===== config.mk =====
export PLATFORM = sky130hd
export DESIGN_NAME = trap_ctrl_flat
export DESIGN_NICKNAME = d
export VERILOG_FILES = /design/src/rtl/trap_ctrl_pkg.sv /design/src/rtl/trap_ctrl_if.sv /design/src/rtl/trap_ctrl.sv /design/src/flat_wrapper.sv
export SDC_FILE = /design/constraint.sdc
export NUM_CORES = 1
export LEC_CHECK = 0
export ABC_CLOCK_PERIOD_IN_PS = 4800
export CELL_PAD_IN_SITES_DETAIL_PLACEMENT = 1
export CELL_PAD_IN_SITES_GLOBAL_PLACEMENT = 2
export CORE_MARGIN = 5
export CORE_UTILIZATION = 26
export DETAILED_ROUTE_END_ITERATION = 12
export HOLD_SLACK_MARGIN = 0.12
export PLACE_DENSITY = 0.9
export SYNTH_ARGS = -nofsm -noshare
export SYNTH_HDL_FRONTEND = slang
export SYNTH_SLANG_ARGS = --single-unit

===== constraint.sdc =====
create_clock -name clk -period 4.8 [get_ports clk]
set_input_delay 0.48 -clock clk [delete_from_list [all_inputs] [get_ports clk]]
set_output_delay 0.48 -clock clk [all_outputs]
set_load 0.005 [all_outputs]

===== src/rtl/trap_ctrl_pkg.sv =====
// Shared types for the trap sequencer: exception causes, CSR effect record,
// sequencer states and request kind.
package trap_ctrl_pkg;

  typedef enum logic [3:0] {
    INSTR_MISALIGN = 4'd0,
    INSTR_FAULT    = 4'd1,
    ILLEGAL_INSTR  = 4'd2,
    BREAKPOINT     = 4'd3,
    LOAD_MISALIGN  = 4'd4,
    LOAD_FAULT     = 4'd5,
    STORE_MISALIGN = 4'd6,
    STORE_FAULT    = 4'd7,
    ECALL_M        = 4'd11
  } ex_cause;

  typedef enum logic [1:0] {
    CSR_EFF_NONE    = 2'd0,
    CSR_EFF_EX      = 2'd1,
    CSR_EFF_RET     = 2'd2,
    CSR_EFF_INSTRET = 2'd3
  } csr_eff_t;

  typedef struct packed {
    csr_eff_t    t;
    ex_cause     src;
    logic [31:0] epc;
    logic [31:0] tval;
  } csr_effect;

  typedef enum logic [2:0] {IDLE, FLUSH, DRAIN, EFFECT, REDIRECT} trap_state_e;
  typedef enum logic {EX, RET} trap_kind_e;

endpackage


===== src/rtl/trap_ctrl_if.sv =====
// Commit / CSR-file / fetch side signals of the trap sequencer.
// slave: the sequencer itself; master: whoever drives commit, LSU, CSR and fetch.
interface trap_ctrl_if;
  import trap_ctrl_pkg::*;

  logic        trap_valid;
  ex_cause     trap_cause;
  logic [31:0] trap_epc;
  logic [31:0] trap_tval;
  logic        mret_valid;
  logic        req_ready;
  logic        retire;
  logic        lsu_idle;
  logic [31:0] csr_mtvec;
  logic [31:0] csr_mepc;
  logic        flush;
  csr_effect   effect;
  logic        redir_valid;
  logic [31:0] redir_pc;
  logic        redir_ready;
  logic        busy;

  modport slave (
    input  trap_valid, trap_cause, trap_epc, trap_tval, mret_valid,
    input  retire, lsu_idle, csr_mtvec, csr_mepc, redir_ready,
    output req_ready, flush, effect, redir_valid, redir_pc, busy
  );

  modport master (
    output trap_valid, trap_cause, trap_epc, trap_tval, mret_valid,
    output retire, lsu_idle, csr_mtvec, csr_mepc, redir_ready,
    input  req_ready, flush, effect, redir_valid, redir_pc, busy
  );

endinterface


===== src/rtl/trap_ctrl.sv =====
// Trap / mret sequencer: accept request, flush, drain, issue one CSR effect,
// redirect fetch. Retire pulses are forwarded as INSTRET effects, deferred by
// a small counter when they collide with the EX/RET effect cycle.
module trap_ctrl
  import trap_ctrl_pkg::*;
#(
  parameter int FLUSH_CYCLES = 1,
  parameter int PEND_W       = 2
) (
  input logic        clk,
  input logic        rst,
  trap_ctrl_if.slave bus
);

  localparam int CNT_W = (FLUSH_CYCLES > 1) ? $clog2(FLUSH_CYCLES) : 1;
  localparam logic [PEND_W-1:0] PEND_MAX = '1;

  trap_state_e       state, state_n;
  logic [CNT_W-1:0]  fcnt;
  trap_kind_e        kind;
  ex_cause           cause;
  logic [31:0]       epc, tval, redir_pc_q;
  logic [PEND_W-1:0] pend;
  logic              accept;
  logic              req_ready, busy, flush, redir_valid;
  csr_effect         eff;

  // trap wins over mret when both are presented
  assign accept = (state == IDLE) && (bus.trap_valid || bus.mret_valid);

  // state register
  always_ff @(posedge clk or negedge rst) begin
    if (!rst) state <= IDLE;
    else      state <= state_n;
  end

  // next state and state-decoded control outputs
  always_comb begin
    state_n     = state;
    req_ready   = 1'b0;
    busy        = 1'b1;
    flush       = 1'b0;
    redir_valid = 1'b0;
    unique case (state)
      IDLE: begin
        req_ready = 1'b1;
        busy      = 1'b0;
        if (accept) state_n = FLUSH;
      end
      FLUSH: begin
        flush = 1'b1;
        if (fcnt == '0) state_n = DRAIN;
      end
      DRAIN:    if (bus.lsu_idle && pend == '0) state_n = EFFECT;
      EFFECT:   state_n = REDIRECT;
      REDIRECT: begin
        redir_valid = 1'b1;
        if (bus.redir_ready) state_n = IDLE;
      end
      default:  state_n = IDLE;
    endcase
  end

  // request latch, flush counter and redirect target
  always_ff @(posedge clk or negedge rst) begin
    if (!rst) begin
      fcnt       <= '0;
      kind       <= EX;
      cause      <= INSTR_MISALIGN;
      epc        <= '0;
      tval       <= '0;
      redir_pc_q <= '0;
    end else begin
      if (accept) begin
        kind  <= bus.trap_valid ? EX : RET;
        cause <= bus.trap_cause;
        epc   <= bus.trap_epc;
        tval  <= bus.trap_tval;
        fcnt  <= CNT_W'(FLUSH_CYCLES - 1);
      end else if (state == FLUSH && fcnt != '0) begin
        fcnt <= fcnt - CNT_W'(1);
      end
      if (state == EFFECT) redir_pc_q <= (kind == EX) ? bus.csr_mtvec : bus.csr_mepc;
    end
  end

  // deferred retires: parked during the EX/RET cycle, released one per idle effect slot
  always_ff @(posedge clk or negedge rst) begin
    if (!rst) begin
      pend <= '0;
    end else if (state == EFFECT) begin
      if (bus.retire && pend != PEND_MAX) pend <= pend + PEND_W'(1);
    end else if (!bus.retire && pend != '0) begin
      pend <= pend - PEND_W'(1);
    end
  end

  // effect mux: EX/RET beats INSTRET beats NONE
  always_comb begin
    eff = '0;
    if (state == EFFECT) begin
      if (kind == EX) begin
        eff.t    = CSR_EFF_EX;
        eff.src  = cause;
        eff.epc  = epc;
        eff.tval = tval;
      end else begin
        eff.t = CSR_EFF_RET;
      end
    end else if (bus.retire || pend != '0) begin
      eff.t = CSR_EFF_INSTRET;
    end
  end

  assign bus.req_ready   = req_ready;
  assign bus.busy        = busy;
  assign bus.flush       = flush;
  assign bus.redir_valid = redir_valid;
  assign bus.redir_pc    = redir_pc_q;
  assign bus.effect      = eff;

  a_pend_overflow: assert property (@(posedge clk) disable iff (!rst)
    !(state == EFFECT && bus.retire && pend == PEND_MAX));
  a_flush_redir: assert property (@(posedge clk) disable iff (!rst)
    !(flush && redir_valid));

endmodule


===== src/flat_wrapper.sv =====
// flat-port wrapper written by rule: the top's interface ports become plain ports
module trap_ctrl_flat import trap_ctrl_pkg::*;
#(
  parameter int FLUSH_CYCLES = 1,
  parameter int PEND_W       = 2
)
  (clk, rst, bus_trap_valid, bus_trap_cause, bus_trap_epc, bus_trap_tval, bus_mret_valid, bus_retire, bus_lsu_idle, bus_csr_mtvec, bus_csr_mepc, bus_redir_ready, bus_req_ready, bus_flush, bus_effect, bus_redir_valid, bus_redir_pc, bus_busy);
  trap_ctrl_if bus_i ();
  input logic clk;
  input logic rst;
  input wire logic [$bits(bus_i.trap_valid)-1:0] bus_trap_valid;
  input wire logic [$bits(bus_i.trap_cause)-1:0] bus_trap_cause;
  input wire logic [$bits(bus_i.trap_epc)-1:0] bus_trap_epc;
  input wire logic [$bits(bus_i.trap_tval)-1:0] bus_trap_tval;
  input wire logic [$bits(bus_i.mret_valid)-1:0] bus_mret_valid;
  input wire logic [$bits(bus_i.retire)-1:0] bus_retire;
  input wire logic [$bits(bus_i.lsu_idle)-1:0] bus_lsu_idle;
  input wire logic [$bits(bus_i.csr_mtvec)-1:0] bus_csr_mtvec;
  input wire logic [$bits(bus_i.csr_mepc)-1:0] bus_csr_mepc;
  input wire logic [$bits(bus_i.redir_ready)-1:0] bus_redir_ready;
  output wire logic [$bits(bus_i.req_ready)-1:0] bus_req_ready;
  output wire logic [$bits(bus_i.flush)-1:0] bus_flush;
  output wire logic [$bits(bus_i.effect)-1:0] bus_effect;
  output wire logic [$bits(bus_i.redir_valid)-1:0] bus_redir_valid;
  output wire logic [$bits(bus_i.redir_pc)-1:0] bus_redir_pc;
  output wire logic [$bits(bus_i.busy)-1:0] bus_busy;
  assign bus_i.trap_valid = bus_trap_valid;
  assign bus_i.trap_cause = bus_trap_cause;
  assign bus_i.trap_epc = bus_trap_epc;
  assign bus_i.trap_tval = bus_trap_tval;
  assign bus_i.mret_valid = bus_mret_valid;
  assign bus_i.retire = bus_retire;
  assign bus_i.lsu_idle = bus_lsu_idle;
  assign bus_i.csr_mtvec = bus_csr_mtvec;
  assign bus_i.csr_mepc = bus_csr_mepc;
  assign bus_i.redir_ready = bus_redir_ready;
  assign bus_req_ready = bus_i.req_ready;
  assign bus_flush = bus_i.flush;
  assign bus_effect = bus_i.effect;
  assign bus_redir_valid = bus_i.redir_valid;
  assign bus_redir_pc = bus_i.redir_pc;
  assign bus_busy = bus_i.busy;
  trap_ctrl #(.FLUSH_CYCLES(FLUSH_CYCLES), .PEND_W(PEND_W)) u_core (.clk(clk), .rst(rst), .bus(bus_i));
endmodule

==> results.ini, run 1 <==
[setup_path]
startpoint_type = flop
cp.buffers_inverters = 1
crit_arrival_ns = 2.82
critPathMaxFanout = 70
cp_slowest_cell = nor2_4
cpLargestDelayFamily = simple AND/OR/NAND/NOR gates
cp_data_required_time_ns = 4.32
worst_path_largest_cell_delay_ns = 0.90
worstSetupPathType = reg -> out
crit_path_end_kind = primary output
crit_chain = nand3b_1 -> nor2_4 -> and2_1 -> clkdlybuf4s50_1

[clocking]
postCtsHoldBufs = 0
ctsResizeCount = 0
cts_tree = built
post_cts_buffers = 0
cts_sinks = 107
numCtsBuffers = 9
clock_path_buffers = 2
cts_root_buffer = clkbuf_16
clkTransAtPathRegs_ns = 0.07
clk_latency_ns = 0.34
htreeDepth = 3

[power_and_ir_drop]
seqPwrFrac = 0.375
p_leak_uw = 0.00327
p_clk_frac = 0.185
power_frac_comb = 0.440
p_per_area_mw_per_mm2 = 549
power.switching_uw = 1320
p_int_uw = 2970
vdd_drop_max_mv = 0.286
swShare = 0.308

[synth]
synthesis.area_mm2 = 0.00491
synth_seq_cells = 107
netlist_instances = 401
ys_types = 30
synth_edf_count = 0
seq_area_frac_synth = 0.545
async_reset_ff_frac = 1.00
yosys_warnings = 0
synth_top_flop_cell = dfrtp_1
syn_nets = 540
avgSynthCellArea_um2 = 12.2

[die]
fp-row-count = 50
die_area_mm2 = 0.0217
die_x_um = 147
core_area_mm2 = 0.0186
pin_count = 245
start_util = 0.263
die_h_um = 147

[final_layout]
n_antenna_cell = 0
final_cell_mix = clkdlybuf4s50_1 (243), dfrtp_1 (106), and2_1 (68)
synthToLayoutAreaGrowth_pct = 59.1
drive_above_1_share = 0.146
fin_nets = 769
mostFrequentLayoutCell = clkdlybuf4s50_1
n_fill_cell = 2011

[routing]
routedWlPerCell_um = 17.3
post_drt_via_cell_ratio = 4.43
drtPass1Iterations = 4
drc = 0
finalWirelength_um = 15000
dr.first_iter.drc_count = 95
ant_nets = 0
vias = 3849

[sta]
slew_viol_final = 0
final_hold_viol_count = 0
setup-tns-final_ns = 0
maxSlewHeadroom = 0.220
hold_ws_ns = 0.186
period_minus_slack_ns = 3.30
clock_skew_ns = 0.00865
setup_viol = 0
fin_crit_sh = 0.687
rsz0062_at_grt = no
clock.fmax_mhz = 303
tightest_slew_ns = 1.17

[min_path]
hp-class = in -> async

[place]
numPortBuffers = 244
gp_congestion = 0.771
place_hpwl_um = 11500

[global_routing]
grt_pass1_wl_um = 24100
antenna_found_initial = 0
gr-total-overflow = 0
track_usage = 0.138
grt_max_degree = 71
first_global_vias = 4411

[run_status]
status = completed

[run]
max_cap_viol_count = 0

[path summary, 6_finish.rpt]
check                                                    from                            endpoint  slack, ns  depth (start not counted)
max reg2reg                       u_core.state[1]$_DFFE_PN0P_         u_core.tval[21]$_DFFE_PN0P_       2.54                          3
max                               u_core.state[1]$_DFFE_PN0P_                      bus_effect[54]       1.50                          4
min                                                       rst  u_core.bus.redir_pc[6]$_DFFE_PN0P_       0.19                          1
max in group asynchronous                                 rst             u_core.kind$_DFFE_PN0P_       3.40                          2
min in group clk           u_core.bus.redir_pc[4]$_DFFE_PN0P_  u_core.bus.redir_pc[4]$_DFFE_PN0P_       0.48                          2
min reg2reg                u_core.bus.redir_pc[4]$_DFFE_PN0P_  u_core.bus.redir_pc[4]$_DFFE_PN0P_       0.48                          2
[power by group through the flow]
stage	clock [uW]	combinational [uW]	sequential, uW
6_report	793	1890	1610
2_1_floorplan	0	1160	1550
3_3_place_gp	0	1860	1600
3_5_place_dp	0	1930	1630
4_1_cts	824	1940	1620
5_1_grt	862	2070	1680
[metal layers]
layer | track usage | up-vias | part of all wire
met1 | 0.158 | 1907 | 0.39
met4 | 0.0415 | 0 | 0.015
met2 | 0.253 | 109 | 0.54
met5 | 0 | - | 0
met3 | 0.0359 | 13 | 0.057
li1 | - | 1820 | -
[logic make-up (layout without fill, tap and decap cells)]
kind of cell / after synthesis / after routing / share of synthesized area
simple gates: 114 / 114 / 0.132
flops: 107 / 107 / 0.545
mux: 101 / 101 / 0.230
compound gates: 46 / 46 / 0.0509
buf+inv: 32 / 266 / 0.0397
xor+xnor: 1 / 1 / 0.00178
[Yosys cell counts (all sizes together) (2+ instances only)]
library cell    n  area [um^2]
a21o            2         15.0
a21oi           5         25.0
and2           68          425
buf            17          139
clkbuf         12         45.0
dfrtp         107         2680
inv             3         11.3
mux2           68          800
mux2i          33          330
nand2          32          120
nand3b          2         15.0
nor2            3         11.3
nor3            2         21.3
nor3b           3         22.5
o21ai          34          170
o21bai          2         15.0
[registers in the layout, summed over array words and instances (netlist names)]
signal               flops
u_core.pend              2
u_core.bus.redir_pc     32
u_core.tval             32
u_core.state             3
u_core.kind              1
u_core.cause             4
u_core.epc              32
u_core.fcnt              1
[area by class of cell]
| class | instances | area (um^2) | area share |
|---|---|---|---|
| tap | 234 | 293 | 0.0375 |
| inverter | 3 | 11.3 | 0.00144 |
| multi-input combinational | 262 | 2050 | 0.263 |
| timing repair buffer | 247 | 2460 | 0.315 |
| clock buffer | 9 | 225 | 0.0288 |
| clock inverter | 7 | 91.3 | 0.0117 |
| sequential | 107 | 2680 | 0.343 |
[metrics by stage]
step                power (uW)  cells   util  instance area, um^2  setup slack [ns]
floorplan                 2710    401      -                 4910              3.03
global placement          3460    853  0.402                 7500              1.93
detailed placement        3560    853  0.402                 7500              1.76
CTS                       4380    869  0.419                 7820              1.37
global route              4610    869  0.419                 7820              1.17
finish                    4290    869  0.419                 7820              1.50
(Power assumes the default switching activity.)
==> run 2, diff against run 1 <==
- ABC_CLOCK_PERIOD_IN_PS: 4800 -> 2890
- CORE_UTILIZATION: 26 -> 22
- PLACE_DENSITY: 0.9 -> 0.82
- clock period: 4.8 -> 2.89 ns (I/O delays scaled with it)
==> run 2 against run 1 <==
  * Routed wire length increased by 7.4%
  * Critical path depth increased by 1
  * Largest power group unchanged
  * Combinational power increased by 68%
  * Register-to-register slack got worse by 1.7 ns
  * Highest routed layer unchanged
==> results.ini, run 2 (synthesis results as in run 1) <==
[clocking]
postCtsHoldBufs = 1  ; +1
ctsResizeCount = 0  ; unchanged
cts_tree = built
cts_root_buffer = clkbuf_16
clkTransAtPathRegs_ns = 0.08  ; about the same
clock_path_buffers = 2  ; unchanged
htreeDepth = 3  ; unchanged
cts_sinks = 107  ; unchanged
numCtsBuffers = 9  ; unchanged
post_cts_buffers = 0  ; unchanged
clk_latency_ns = 0.35  ; about the same

[place]
place_area_mm2 = 0.00761  ; +1.4%
post-place-ws_ns = 0.559  ; -1.20 ns
place_hpwl_um = 12500  ; +8.5%
gp_congestion = 0.777  ; +0.90%
numPortBuffers = 244  ; unchanged

[routing]
drc = 0  ; unchanged
ant_nets = 0  ; unchanged
drtPass1Iterations = 4  ; unchanged
vias = 3892  ; +1.1%
finalWirelength_um = 16100  ; +7.4%
post_drt_via_cell_ratio = 4.23  ; -4.6%
dr.first_iter.drc_count = 87  ; -8.4%
routedWlPerCell_um = 17.5  ; +1.3%

[sta]
maxSlewHeadroom = 0.613  ; +0.393
clock_skew_ns = 0.0131  ; +0.00443 ns
clock.fmax_mhz = 375
setup-tns-final_ns = 0  ; unchanged
slew_viol_final = 0  ; unchanged
rsz0062_at_grt = no
fin_crit_sh = 0.924
hold_ws_ns = 0.430  ; +0.244 ns
setup_viol = 0  ; unchanged
final_hold_viol_count = 0  ; unchanged
worst_slack_ns = 0.221  ; -1.28 ns
period_minus_slack_ns = 2.67
tightest_slew_ns = 0.581  ; -0.586 ns

[power_and_ir_drop]
p_per_area_mw_per_mm2 = 902  ; +64%
vdd_drop_max_mv = 0.380  ; +33%
p_leak_uw = 0.00330  ; +0.79%
power_uw = 7140  ; +66%

[global_routing]
grt_max_degree = 67  ; -5.6%
grt_pass1_wl_um = 25700  ; +6.7%
track_usage = 0.127  ; -0.0113
first_global_vias = 4543  ; +3.0%
antenna_found_initial = 1  ; +1
gr-total-overflow = 0  ; unchanged

[setup_path]
r2r_start = u_core.state[1]$_DFFE_PN0P_
startpoint_type = flop
cp_data_required_time_ns = 2.60  ; -1.72 ns
worstSetupPathType = reg -> out
crit_arrival_ns = 2.38  ; -0.44 ns
critPathMaxFanout = 52  ; -26%
crit_path_end_kind = primary output
r2r_end = u_core.epc[8]$_DFFE_PN0P_
reg2regPathDepth = 4  ; +1
regToRegSetupSlack_ns = 0.87  ; -1.67 ns
cp-startpoint = u_core.state[1]$_DFFE_PN0P_

[die]
pin_count = 245  ; unchanged
die_area_mm2 = 0.0254  ; +17%
fp-row-count = 54  ; +8.0%
core_area_mm2 = 0.0219  ; +17%
die_h_um = 159  ; +8.1%
die_x_um = 159  ; +8.1%
start_util = 0.224  ; -0.0391

[run_status]
status = completed

[run]
max_cap_viol_count = 0  ; unchanged

[final_layout]
drive_above_1_share = 0.152  ; +0.00511
design_area_mm2 = 0.00792  ; +1.3%
mostFrequentLayoutCell = clkdlybuf4s50_1
fin_nets = 775  ; +0.78%
synthToLayoutAreaGrowth_pct = 61.2
final_cell_mix = clkdlybuf4s50_1 (243), dfrtp_1 (106), and2_1 (68)

[min_path]
hp-class = in -> async

run 2: cell type report:
| cell class | instances | area [um^2] |
|---|---|---|
| inverter | 3 | 11.3 |
| sequential | 107 | 2680 |
| clock buffer | 9 | 225 |
| clock inverter | 6 | 73.8 |
| antenna | 1 | 2.50 |
| tap | 280 | 350 |
| multi-input combinational | 262 | 2050 |
| timing repair buffer | 253 | 2520 |
| fill | 2385 | 14000 |
run 2: critical path, stage by stage (launching register included):
cell             delay, ns
dfrtp_1               0.55
nand3b_1              0.21
nor2_4                0.13
buf_4                 0.38
and2_1                0.22
clkdlybuf4s50_1       0.51
run 2: worst max-delay path by stage:
stage                     slack, ns                          end
final                          0.22                bus_effect[9]
after global routing           0.03               bus_effect[56]
after CTS                      0.17               bus_effect[56]
after detailed placement       0.56               bus_effect[56]
after global placement         0.70                bus_effect[9]
after floorplan                1.23  u_core.cause[0]$_DFFE_PN0P_
run 2: stage by stage:
step | util | std cells
2_1_floorplan | - | 401
3_3_place_gp | 0.348 | 904
3_5_place_dp | 0.348 | 904
4_1_cts | 0.362 | 920
5_1_grt | 0.362 | 921
6_report | 0.362 | 921
run 2: layer usage:
layer | vias to the layer above | GRT usage | wire (um)
li1 | 1827 | - | -
met1 | 1927 | 0.135 | 5950
met2 | 119 | 0.232 | 8700
met3 | 19 | 0.0474 | 1100
met4 | 0 | 0.0399 | 390
met5 | - | 0 | 0
run 2: report_power, final:
group | switching [uW] | internal, uW
clock network | 586 | 681
registers | 443 | 2260
logic | 1240 | 1930
total | 2270 | 4870
